### config.mk
export PLATFORM = sky130hd
export DESIGN_NAME = color_centroid
export DESIGN_NICKNAME = d
export VERILOG_FILES = /design/src/rtl/color_centroid.sv
export SDC_FILE = /design/constraint.sdc
export NUM_CORES = 1
export LEC_CHECK = 0
export CORE_MARGIN = 1
export CORE_UTILIZATION = 50
export CTS_BUF_LIST = sky130_fd_sc_hd__clkbuf_16
export CTS_CLUSTER_SIZE = 20
export DETAILED_ROUTE_END_ITERATION = 12
export GPL_TIMING_DRIVEN = 1
export PLACE_DENSITY = 0.7
export SYNTH_ARGS = -nofsm -noshare
export SYNTH_HDL_FRONTEND = slang
export SYNTH_SLANG_ARGS = --single-unit
### constraint.sdc
create_clock -name clk -period 8 [get_ports clk]
set_clock_uncertainty 0.2 [all_clocks]
set_input_delay 1.2 -clock clk [delete_from_list [all_inputs] [get_ports clk]]
set_output_delay 1.2 -clock clk [all_outputs]
set_load 0.05 [all_outputs]
### src/rtl/color_centroid.sv
// color_centroid
//   Snoops the colour filter's write stream into the processed frame buffer and
//   accumulates the count and x/y coordinate sums of every non-black pixel of a
//   frame. At end of frame a sequential restoring divider computes the blob
//   centroid; results are held until the next frame finishes.
//
// Ports
//   clk, rst                      clock, synchronous active-high reset
//   proc_we, proc_addr, proc_pxl  snooped pixel write (row-major address, 0 = black)
//   centroid_x, centroid_y        blob centroid (0 when found = 0)
//   blob_cnt                      non-black pixel count of the last frame
//   found                         blob_cnt >= c_min_pxls
//   centroid_valid                one-cycle pulse when the outputs update
//   busy                          divider running
//   bbox_xmin/xmax/ymin/ymax      blob bounding box (0 unless built and found)
//
// Build option
//   COLOR_CENTROID_BBOX_EN        build the bounding-box tracker; otherwise bbox_* = 0
module color_centroid #(
    parameter int unsigned c_img_cols    = 80,
    parameter int unsigned c_img_rows    = 60,
    parameter int unsigned c_img_pxls    = c_img_cols * c_img_rows,
    parameter int unsigned c_nb_img_pxls = 13,
    parameter int unsigned c_nb_cols     = 7,
    parameter int unsigned c_nb_rows     = 6,
    parameter int unsigned c_nb_buf      = 12,
    parameter int unsigned c_nb_sum      = 19,
    parameter int unsigned c_min_pxls    = 4
) (
    input  logic                     clk,
    input  logic                     rst,
    input  logic                     proc_we,
    input  logic [c_nb_img_pxls-1:0] proc_addr,
    input  logic [c_nb_buf-1:0]      proc_pxl,
    output logic [c_nb_cols-1:0]     centroid_x,
    output logic [c_nb_rows-1:0]     centroid_y,
    output logic [c_nb_img_pxls-1:0] blob_cnt,
    output logic                     found,
    output logic                     centroid_valid,
    output logic                     busy,
    output logic [c_nb_cols-1:0]     bbox_xmin,
    output logic [c_nb_cols-1:0]     bbox_xmax,
    output logic [c_nb_rows-1:0]     bbox_ymin,
    output logic [c_nb_rows-1:0]     bbox_ymax
);
    localparam int unsigned c_nb_it  = $clog2(c_nb_sum);
    localparam int unsigned c_nb_rem = c_nb_sum + 1;
    localparam int unsigned c_nb_sh  = c_nb_sum + 2;

    typedef enum logic [1:0] {StIdle, StDivX, StDivY, StDone} state_e;
    state_e state_q, state_d;

    // Frame accumulation
    logic                     sync_q, sync_d;
    logic [c_nb_cols-1:0]     col_q, col_d, cur_col;
    logic [c_nb_rows-1:0]     row_q, row_d, cur_row;
    logic [c_nb_img_pxls-1:0] exp_addr_q, exp_addr_d;
    logic [c_nb_img_pxls-1:0] cnt_q, cnt_d;
    logic [c_nb_sum-1:0]      sum_x_q, sum_x_d, sum_y_q, sum_y_d;
    logic                     pxl_nb, addr_zero, in_seq, accept, eof, start;

    // Divider
    logic [c_nb_img_pxls-1:0] div_q;
    logic [c_nb_sum-1:0]      work_q, work_nx, sum_y_snap_q;
    logic [c_nb_rem-1:0]      rem_q, rem_nx;
    logic [c_nb_sh-1:0]       rem_sh, div_ext;
    logic [c_nb_it-1:0]       it_q;
    logic [c_nb_cols-1:0]     qx_q;
    logic                     ge, last_it, fnd;

    always_comb begin
        pxl_nb    = |proc_pxl;
        addr_zero = (proc_addr == '0);
        in_seq    = sync_q && !addr_zero && (proc_addr == exp_addr_q);
        // Address 0 always (re)starts a frame, even mid-frame.
        accept    = proc_we && (addr_zero || in_seq);
        eof       = accept && (proc_addr == c_nb_img_pxls'(c_img_pxls - 1));
        start     = eof && (state_q == StIdle);
        cur_col   = addr_zero ? '0 : col_q;
        cur_row   = addr_zero ? '0 : row_q;
    end

    always_comb begin
        sync_d     = sync_q;
        col_d      = col_q;
        row_d      = row_q;
        exp_addr_d = exp_addr_q;
        cnt_d      = cnt_q;
        sum_x_d    = sum_x_q;
        sum_y_d    = sum_y_q;
        // Any write off the expected address drops sync until the next address 0.
        if (proc_we) begin
            sync_d = addr_zero || (in_seq && !eof);
        end
        if (accept) begin
            cnt_d   = addr_zero ? '0 : cnt_q;
            sum_x_d = addr_zero ? '0 : sum_x_q;
            sum_y_d = addr_zero ? '0 : sum_y_q;
            if (pxl_nb) begin
                cnt_d   = cnt_d + c_nb_img_pxls'(1);
                sum_x_d = sum_x_d + c_nb_sum'(cur_col);
                sum_y_d = sum_y_d + c_nb_sum'(cur_row);
            end
            exp_addr_d = proc_addr + c_nb_img_pxls'(1);
            if (cur_col == c_nb_cols'(c_img_cols - 1)) begin
                col_d = '0;
                row_d = cur_row + c_nb_rows'(1);
            end else begin
                col_d = cur_col + c_nb_cols'(1);
                row_d = cur_row;
            end
        end
    end

    // One restoring step per cycle: dividend bits enter from the top of work_q,
    // quotient bits fill in from the bottom.
    always_comb begin
        rem_sh  = {rem_q, work_q[c_nb_sum-1]};
        div_ext = c_nb_sh'(div_q);
        ge      = (rem_sh >= div_ext);
        rem_nx  = ge ? c_nb_rem'(rem_sh - div_ext) : c_nb_rem'(rem_sh);
        work_nx = {work_q[c_nb_sum-2:0], ge};
        last_it = (it_q == c_nb_it'(c_nb_sum - 1));
        // Gates every quotient use, so a zero divisor never reaches the outputs.
        fnd     = (div_q >= c_nb_img_pxls'(c_min_pxls));
    end

    // FSM: state register
    always_ff @(posedge clk) begin
        if (rst) begin
            state_q <= StIdle;
        end else begin
            state_q <= state_d;
        end
    end

    // FSM: next state
    always_comb begin
        state_d = state_q;
        unique case (state_q)
            StIdle:  if (start) state_d = StDivX;
            StDivX:  if (last_it) state_d = StDivY;
            StDivY:  if (last_it) state_d = StDone;
            StDone:  state_d = StIdle;
            default: state_d = StIdle;
        endcase
    end

    // FSM: outputs
    always_comb begin
        busy = (state_q != StIdle);
    end

    always_ff @(posedge clk) begin
        if (rst) begin
            sync_q         <= 1'b0;
            col_q          <= '0;
            row_q          <= '0;
            exp_addr_q     <= '0;
            cnt_q          <= '0;
            sum_x_q        <= '0;
            sum_y_q        <= '0;
            div_q          <= '0;
            work_q         <= '0;
            sum_y_snap_q   <= '0;
            rem_q          <= '0;
            it_q           <= '0;
            qx_q           <= '0;
            centroid_x     <= '0;
            centroid_y     <= '0;
            blob_cnt       <= '0;
            found          <= 1'b0;
            centroid_valid <= 1'b0;
        end else begin
            sync_q         <= sync_d;
            col_q          <= col_d;
            row_q          <= row_d;
            exp_addr_q     <= exp_addr_d;
            cnt_q          <= cnt_d;
            sum_x_q        <= sum_x_d;
            sum_y_q        <= sum_y_d;
            centroid_valid <= (state_q == StDone);
            unique case (state_q)
                StIdle: begin
                    // Snapshot includes the last pixel of the frame.
                    if (start) begin
                        div_q        <= cnt_d;
                        work_q       <= sum_x_d;
                        sum_y_snap_q <= sum_y_d;
                        rem_q        <= '0;
                        it_q         <= '0;
                    end
                end
                StDivX: begin
                    rem_q  <= rem_nx;
                    work_q <= work_nx;
                    it_q   <= it_q + c_nb_it'(1);
                    if (last_it) begin
                        qx_q   <= c_nb_cols'(work_nx);
                        work_q <= sum_y_snap_q;
                        rem_q  <= '0;
                        it_q   <= '0;
                    end
                end
                StDivY: begin
                    rem_q  <= rem_nx;
                    work_q <= work_nx;
                    it_q   <= it_q + c_nb_it'(1);
                end
                StDone: begin
                    blob_cnt   <= div_q;
                    found      <= fnd;
                    centroid_x <= fnd ? qx_q : '0;
                    centroid_y <= fnd ? c_nb_rows'(work_q) : '0;
                end
                default: ;
            endcase
        end
    end

`ifdef COLOR_CENTROID_BBOX_EN
    logic [c_nb_cols-1:0] xmin_q, xmin_d, xmax_q, xmax_d, sxmin_q, sxmax_q;
    logic [c_nb_rows-1:0] ymin_q, ymin_d, ymax_q, ymax_d, symin_q, symax_q;

    always_comb begin
        xmin_d = xmin_q;
        xmax_d = xmax_q;
        ymin_d = ymin_q;
        ymax_d = ymax_q;
        if (accept) begin
            xmin_d = addr_zero ? c_nb_cols'(c_img_cols - 1) : xmin_q;
            xmax_d = addr_zero ? '0 : xmax_q;
            ymin_d = addr_zero ? c_nb_rows'(c_img_rows - 1) : ymin_q;
            ymax_d = addr_zero ? '0 : ymax_q;
            if (pxl_nb) begin
                if (cur_col < xmin_d) xmin_d = cur_col;
                if (cur_col > xmax_d) xmax_d = cur_col;
                if (cur_row < ymin_d) ymin_d = cur_row;
                if (cur_row > ymax_d) ymax_d = cur_row;
            end
        end
    end

    always_ff @(posedge clk) begin
        if (rst) begin
            xmin_q    <= '0;
            xmax_q    <= '0;
            ymin_q    <= '0;
            ymax_q    <= '0;
            sxmin_q   <= '0;
            sxmax_q   <= '0;
            symin_q   <= '0;
            symax_q   <= '0;
            bbox_xmin <= '0;
            bbox_xmax <= '0;
            bbox_ymin <= '0;
            bbox_ymax <= '0;
        end else begin
            xmin_q <= xmin_d;
            xmax_q <= xmax_d;
            ymin_q <= ymin_d;
            ymax_q <= ymax_d;
            if (start) begin
                sxmin_q <= xmin_d;
                sxmax_q <= xmax_d;
                symin_q <= ymin_d;
                symax_q <= ymax_d;
            end
            if (state_q == StDone) begin
                bbox_xmin <= fnd ? sxmin_q : '0;
                bbox_xmax <= fnd ? sxmax_q : '0;
                bbox_ymin <= fnd ? symin_q : '0;
                bbox_ymax <= fnd ? symax_q : '0;
            end
        end
    end
`else
    assign bbox_xmin = '0;
    assign bbox_xmax = '0;
    assign bbox_ymin = '0;
    assign bbox_ymax = '0;
`endif

endmodule

== Word-level counts from Yosys, hierarchy flattened ==
Cells that the tools add are included.
Storage, ports and cells
  register bits after elaboration: 191
  input port bits: 28
  output and inout port bits: 55
  word-level logic and storage cells: 87
Cells by class
  eq/ne operators: 10
  order comparisons: 2
  muxes and demuxes: 29
  $add $sub $neg: 8
  reduce and logical (&&, ||, !) cells: 19
Operators by type and width (number)
  two-way mux 19 bit: 8
  two-way mux 20 bit: 3
  one-hot mux 20 bit (3 select lines): 1
  one-hot mux 19 bit (3 select lines): 1
  two-way mux 13 bit: 3
  adder 13 x 1 -> 13 bit (second input constant): 2
  >= comparator 21 x 13 -> 1 bit: 1
  two-way mux 7 bit: 3
  subtractor 20 x 13 -> 20 bit: 1
  adder 19 x 6 -> 19 bit: 1
  adder 19 x 7 -> 19 bit: 1
  two-way mux 6 bit: 3
  one-hot mux 5 bit (3 select lines): 1
  == test 13 bit: 1
  == test 13 bit (second input constant): 1
  >= comparator 13 x 3 -> 1 bit (second input constant): 1
  zero test 13 bit: 1
  OR reduction 12 bit: 1
  two-way mux 5 bit: 2
  one-hot mux 2 bit (4 select lines): 1
  adder 7 x 1 -> 7 bit (second input constant): 1
  == test 7 bit (second input constant): 1
  adder 6 x 1 -> 6 bit (second input constant): 1
  logical AND 1 bit: 6
  other kinds (13): 22

== Logic depth before layout (Yosys ltp) ==
  depth in word-level cells: 10
  depth in mapped cells: 18

== Worst setup path after synthesis ==
OpenSTA, ideal clock, no wires.
  path type: input port to flip-flop
  start: input proc_addr[7]
  end: register work_q[12]
  data required time: 7662 ps
  setup slack: 3010 ps
  arrival time: 4653 ps
  stages on the path: 15
  path through: buf_2 > nor4_4 > nand3_1 > clkbuf_1 > clkbuf_1 > clkbuf_1 > and2_1 > ha_1 > inv_1 > a311oi_1 > a31oi_1 > or4b_2 > nor3_1 > xor2_1 > o221ai_1
On the way
  word-level cells in the longest chain between the ends: 10
  elaborated cells on any way between the ends: 19
RTL lines
  start, declared: RTL line 33  | input logic [c_nb_img_pxls-1:0] proc_addr,
  branches (longest 10 deep; another with adder 19 x 7 -> 19 bit)
  end signal, assigned: RTL line 188  | work_q <= sum_x_d;
  end signal, assigned: RTL line 196  | work_q <= work_nx;
  end signal, assigned: RTL line 200  | work_q <= sum_y_snap_q;
  end, declared: RTL line 64  | logic [c_nb_sum-1:0] work_q, work_nx, sum_y_snap_q;
Parallel ways; which one is timed is not known. The select of a mux whose other input is x is not followed.
A chain may end at the register's enable or synchronous reset.

== Final worst setup path ==
  start: input proc_addr[0]
  end: register work_q[12]
The elaborated chain is that of the path after synthesis.

==> summary.md <==
| Metric | Value |
|---|---|
| Setup TNS | `0 ns` |
| Top_reg_cell synth | `dfxtp_1` |
| Starting density of the core | `around half` |
| CP endpoint kind | `flip-flop` |
| Maxcap violations | `0` |
| Slew headroom | `25.1%` |
| Final Hold Fails | `0` |
| P&R area growth vs syn | `11.6%` |
| Tmin final | `approximately 5.7 ns` |
| PwrDens | `approximately 160 mW/mm^2` |
| Die height | `~150 um` |
| VDD IR max | `slightly above 0.1 mV` |
| #FFs+latches synth | `191` |
| Total track usage | `24.0%` |
| Boundary pin count | `83` |
| Total CTS buffers | `17` |
| Leak | `around 4.2 nW` |
| Port bufs | `56` |
| Grt total ovfl | `0` |
| Final setup fails | `0` |
| Antenna Violating Nets Remaining | `0` |
| CTS root buf | `clkbuf_16` |
| CP arrival | `about 5.8 ns` |
| Critical setup path kind | `in2reg` |
| Tcrit/Tclk final | `a little under three quarters` |
| DRC Markers | `0` |
| Yosys warns | `0` |
| Final Net Count | `1320` |
| Final Instance Area | `0.0114 mm^2` |
| Async S/R FF share, synth | `0%` |
| Max clock buf depth | `2` |
| CTS tree | `built` |
| Critical Path RT | `about 8.1 ns` |
| Mean Syn Cell Area | `8.25 um^2` |
| Top cells by area, synth | `dfxtp_1, nor2_1, nand2_1, ha_1, xor2_1` |
| DP HPWL | `17600 um` |
| Hold Crit Class | `reg2reg` |
| First-pass GRT wire length | `slightly above 40000 um` |
| EDFF count, synth | `0` |
| Vias per cell | `between 5 and 6` |
| DR WL/cell | `roughly 17 um` |
| Sequential element share of the synthesized area | `between 30% and 40%` |
| # H-tree levels | `4` |
| Mapped cell area | `between 0.01 and 0.015 mm^2` |
| DR pass1 iterations | `5` |
| DRT iter0 DRCs | `about 600` |
| Die area | `~0.021 mm^2` |
| PostCTS Resize Cnt | `0` |
| Reg clk slew, reported paths | `0.07 ns` |
| Max Slew Vio Count | `0` |
| Slew @ Worst Pin | `approximately 1.1 ns` |
| Number of global-route vias before repair | `around 8200` |
| Status | `completed` |
| RSZ-0062 raised after global routing | `no` |
| Cts hold-fix bufs | `0` |
| Routed Wire Length | `~25000 um` |
| Clk sink count | `191` |
| Via count | `8857` |
| GPL Wtd Cong | `~0.83` |
| Post-synth top cells | `dfxtp_1, nor2_1, nand2_1` |
| Site row count | `51` |
| Synth cell types | `73` |
| Antenna cells | `0` |
| Die Wd | `between 100 and 150 um` |
| Crit path launch type | `input port` |
| Yosys top cell area share | `37.3%` |
| Post-CTS setup-driven buffer insertion count | `0` |
| Initial antenna violation count | `0` |
| Max Fclk | `roughly 0.17 GHz` |
| Synth area leader | `dfxtp_1` |
| Pin count of the biggest net entering global routing | `97` |
| Layout cells sized above 1 | `under 10%` |
| Core area | `~0.020 mm^2` |
| Worst-Skew Late Latency | `0.44 ns` |
| Syn Inst Count | `1242` |
| Crit-path max FO | `27` |
| Dpl cell area | `approximately 0.011 mm^2` |
| Most frequent cell after synthesis | `dfxtp_1` |
## worst paths after layout
kind / to / startpoint / cells after the start / slack (ns)
setup / recovery: work_q[12]$_SDFFE_PP0P_ / proc_addr[0] / 14 / 2.26
hold / removal: qx_q[2]$_SDFFE_PP0P_ / qx_q[2]$_SDFFE_PP0P_ / 2 / 0.26
setup reg to reg: rem_q[18]$_SDFFE_PP0P_ / exp_addr_q[5]$_SDFFE_PP0P_ / 7 / 4.29
hold reg to reg: qx_q[2]$_SDFFE_PP0P_ / qx_q[2]$_SDFFE_PP0P_ / 2 / 0.26
## cell families (layout without fill, tap and decap cells)
logic type / after synthesis / after routing / synth area share (%)
buffers and inverters: 140 / 142 / 6.13
DFF: 191 / 191 / 37.3
xor gates and xnor gates: 74 / 74 / 6.33
AOI/OAI and AO/OA: 264 / 264 / 18.1
muxes: 29 / 29 / 2.86
and+or+nand+nor: 505 / 505 / 24.5
adders and majority gates: 38 / 38 / 4.74
other: 1 / 26 / 0.0366
## flip-flops by register name, indices dropped and copies added, names as in the netlist
signal,count
div_q,13
work_q,19
centroid_valid,1
sum_y_snap_q,19
exp_addr_q,13
it_q,5
found,1
sum_x_q,19
col_q,7
blob_cnt,13
cnt_q,13
sum_y_q,19
qx_q,7
centroid_y,6
state_q,2
row_q,6
sync_q,1
centroid_x,7
rem_q,20
## worst max-delay path: stages
cell             delay (ns)
clkdlybuf4s50_1        0.49
inv_1                  0.09
ha_1                   0.15
nor4b_2                0.39
nand3_1                0.73
and2_1                 0.44
ha_1                   0.33
inv_1                  0.06
a311oi_1               0.38
a31oi_1                0.24
or4b_2                 0.76
nor3_1                 0.23
xor2_1                 0.21
o221ai_1               0.14
## power by group
part / internal (W) / switching, W / leakage, nW
Clock: 0.000414 / 0.000414 / 0.281
Combinational: 0.0000190 / 0.0000570 / 2.35
Sequential: 0.000950 / 0.00000000786 / 1.54
Total: 0.00138 / 0.000471 / 4.17
## cells in the final DEF, fill, tap and decap left out, types with 5 or more instances in the layout
master / n
nor3_1: 24
a22o_1: 13
clkdlybuf4s50_1: 55
nand3_1: 33
a31oi_1: 8
inv_6: 8
ha_1: 34
conb_1: 26
a22oi_1: 22
a21o_1: 8
inv_1: 42
xor2_1: 46
nor2_1: 168
o221ai_1: 12
mux2i_1: 27
nand3b_1: 15
and3_1: 23
clkbuf_16: 17
o2111ai_1: 6
nand4_1: 17
a221oi_1: 8
o21ai_0: 37
buf_4: 12
nand2b_1: 5
nand2_1: 126
a211oi_1: 48
nor2b_1: 9
a21oi_1: 52
a211o_1: 7
and2_1: 26
or3_1: 5
nor4_1: 17
dfxtp_1: 191
xnor2_1: 28
o21a_1: 8
## cell type report
class                   count  area (um^2)
flip-flops and latches    191         3820
well taps                 265          332
fillers                  1792         8350
clock buffers              17          425
repair buffers             68          652
inverters                  42          158
clock inverters            15          140
multi-input cells         936         5900
## layer usage
metal / up-vias / track usage (%) / part of all wire, %
met3: 36 / 3.43 / 5.0
met4: 0 / 7.16 / 1.4
met2: 240 / 39.7 / 47
li1: 4390 / - / -
met1: 4191 / 32.5 / 47
met5: - / 0 / 0
## through the flow
| step | setup slack [ns] | std cells | util (%) | hold slack (ns) | power, W |
|---|---|---|---|---|---|
| 2_1_floorplan | 3.01 | 1267 | - | 0.223 | 0.00103 |
| 3_3_place_gp | 2.09 | 1502 | 54.9 | 0.238 | 0.00105 |
| 3_5_place_dp | 1.87 | 1502 | 54.9 | 0.249 | 0.00105 |
| 4_1_cts | 2.32 | 1534 | 57.8 | 0.260 | 0.00186 |
| 5_1_grt | 2.00 | 1534 | 57.8 | 0.279 | 0.00190 |
| 6_report | 2.26 | 1534 | 57.8 | 0.261 | 0.00185 |
Note: power is estimated with default switching activity, not from simulation.
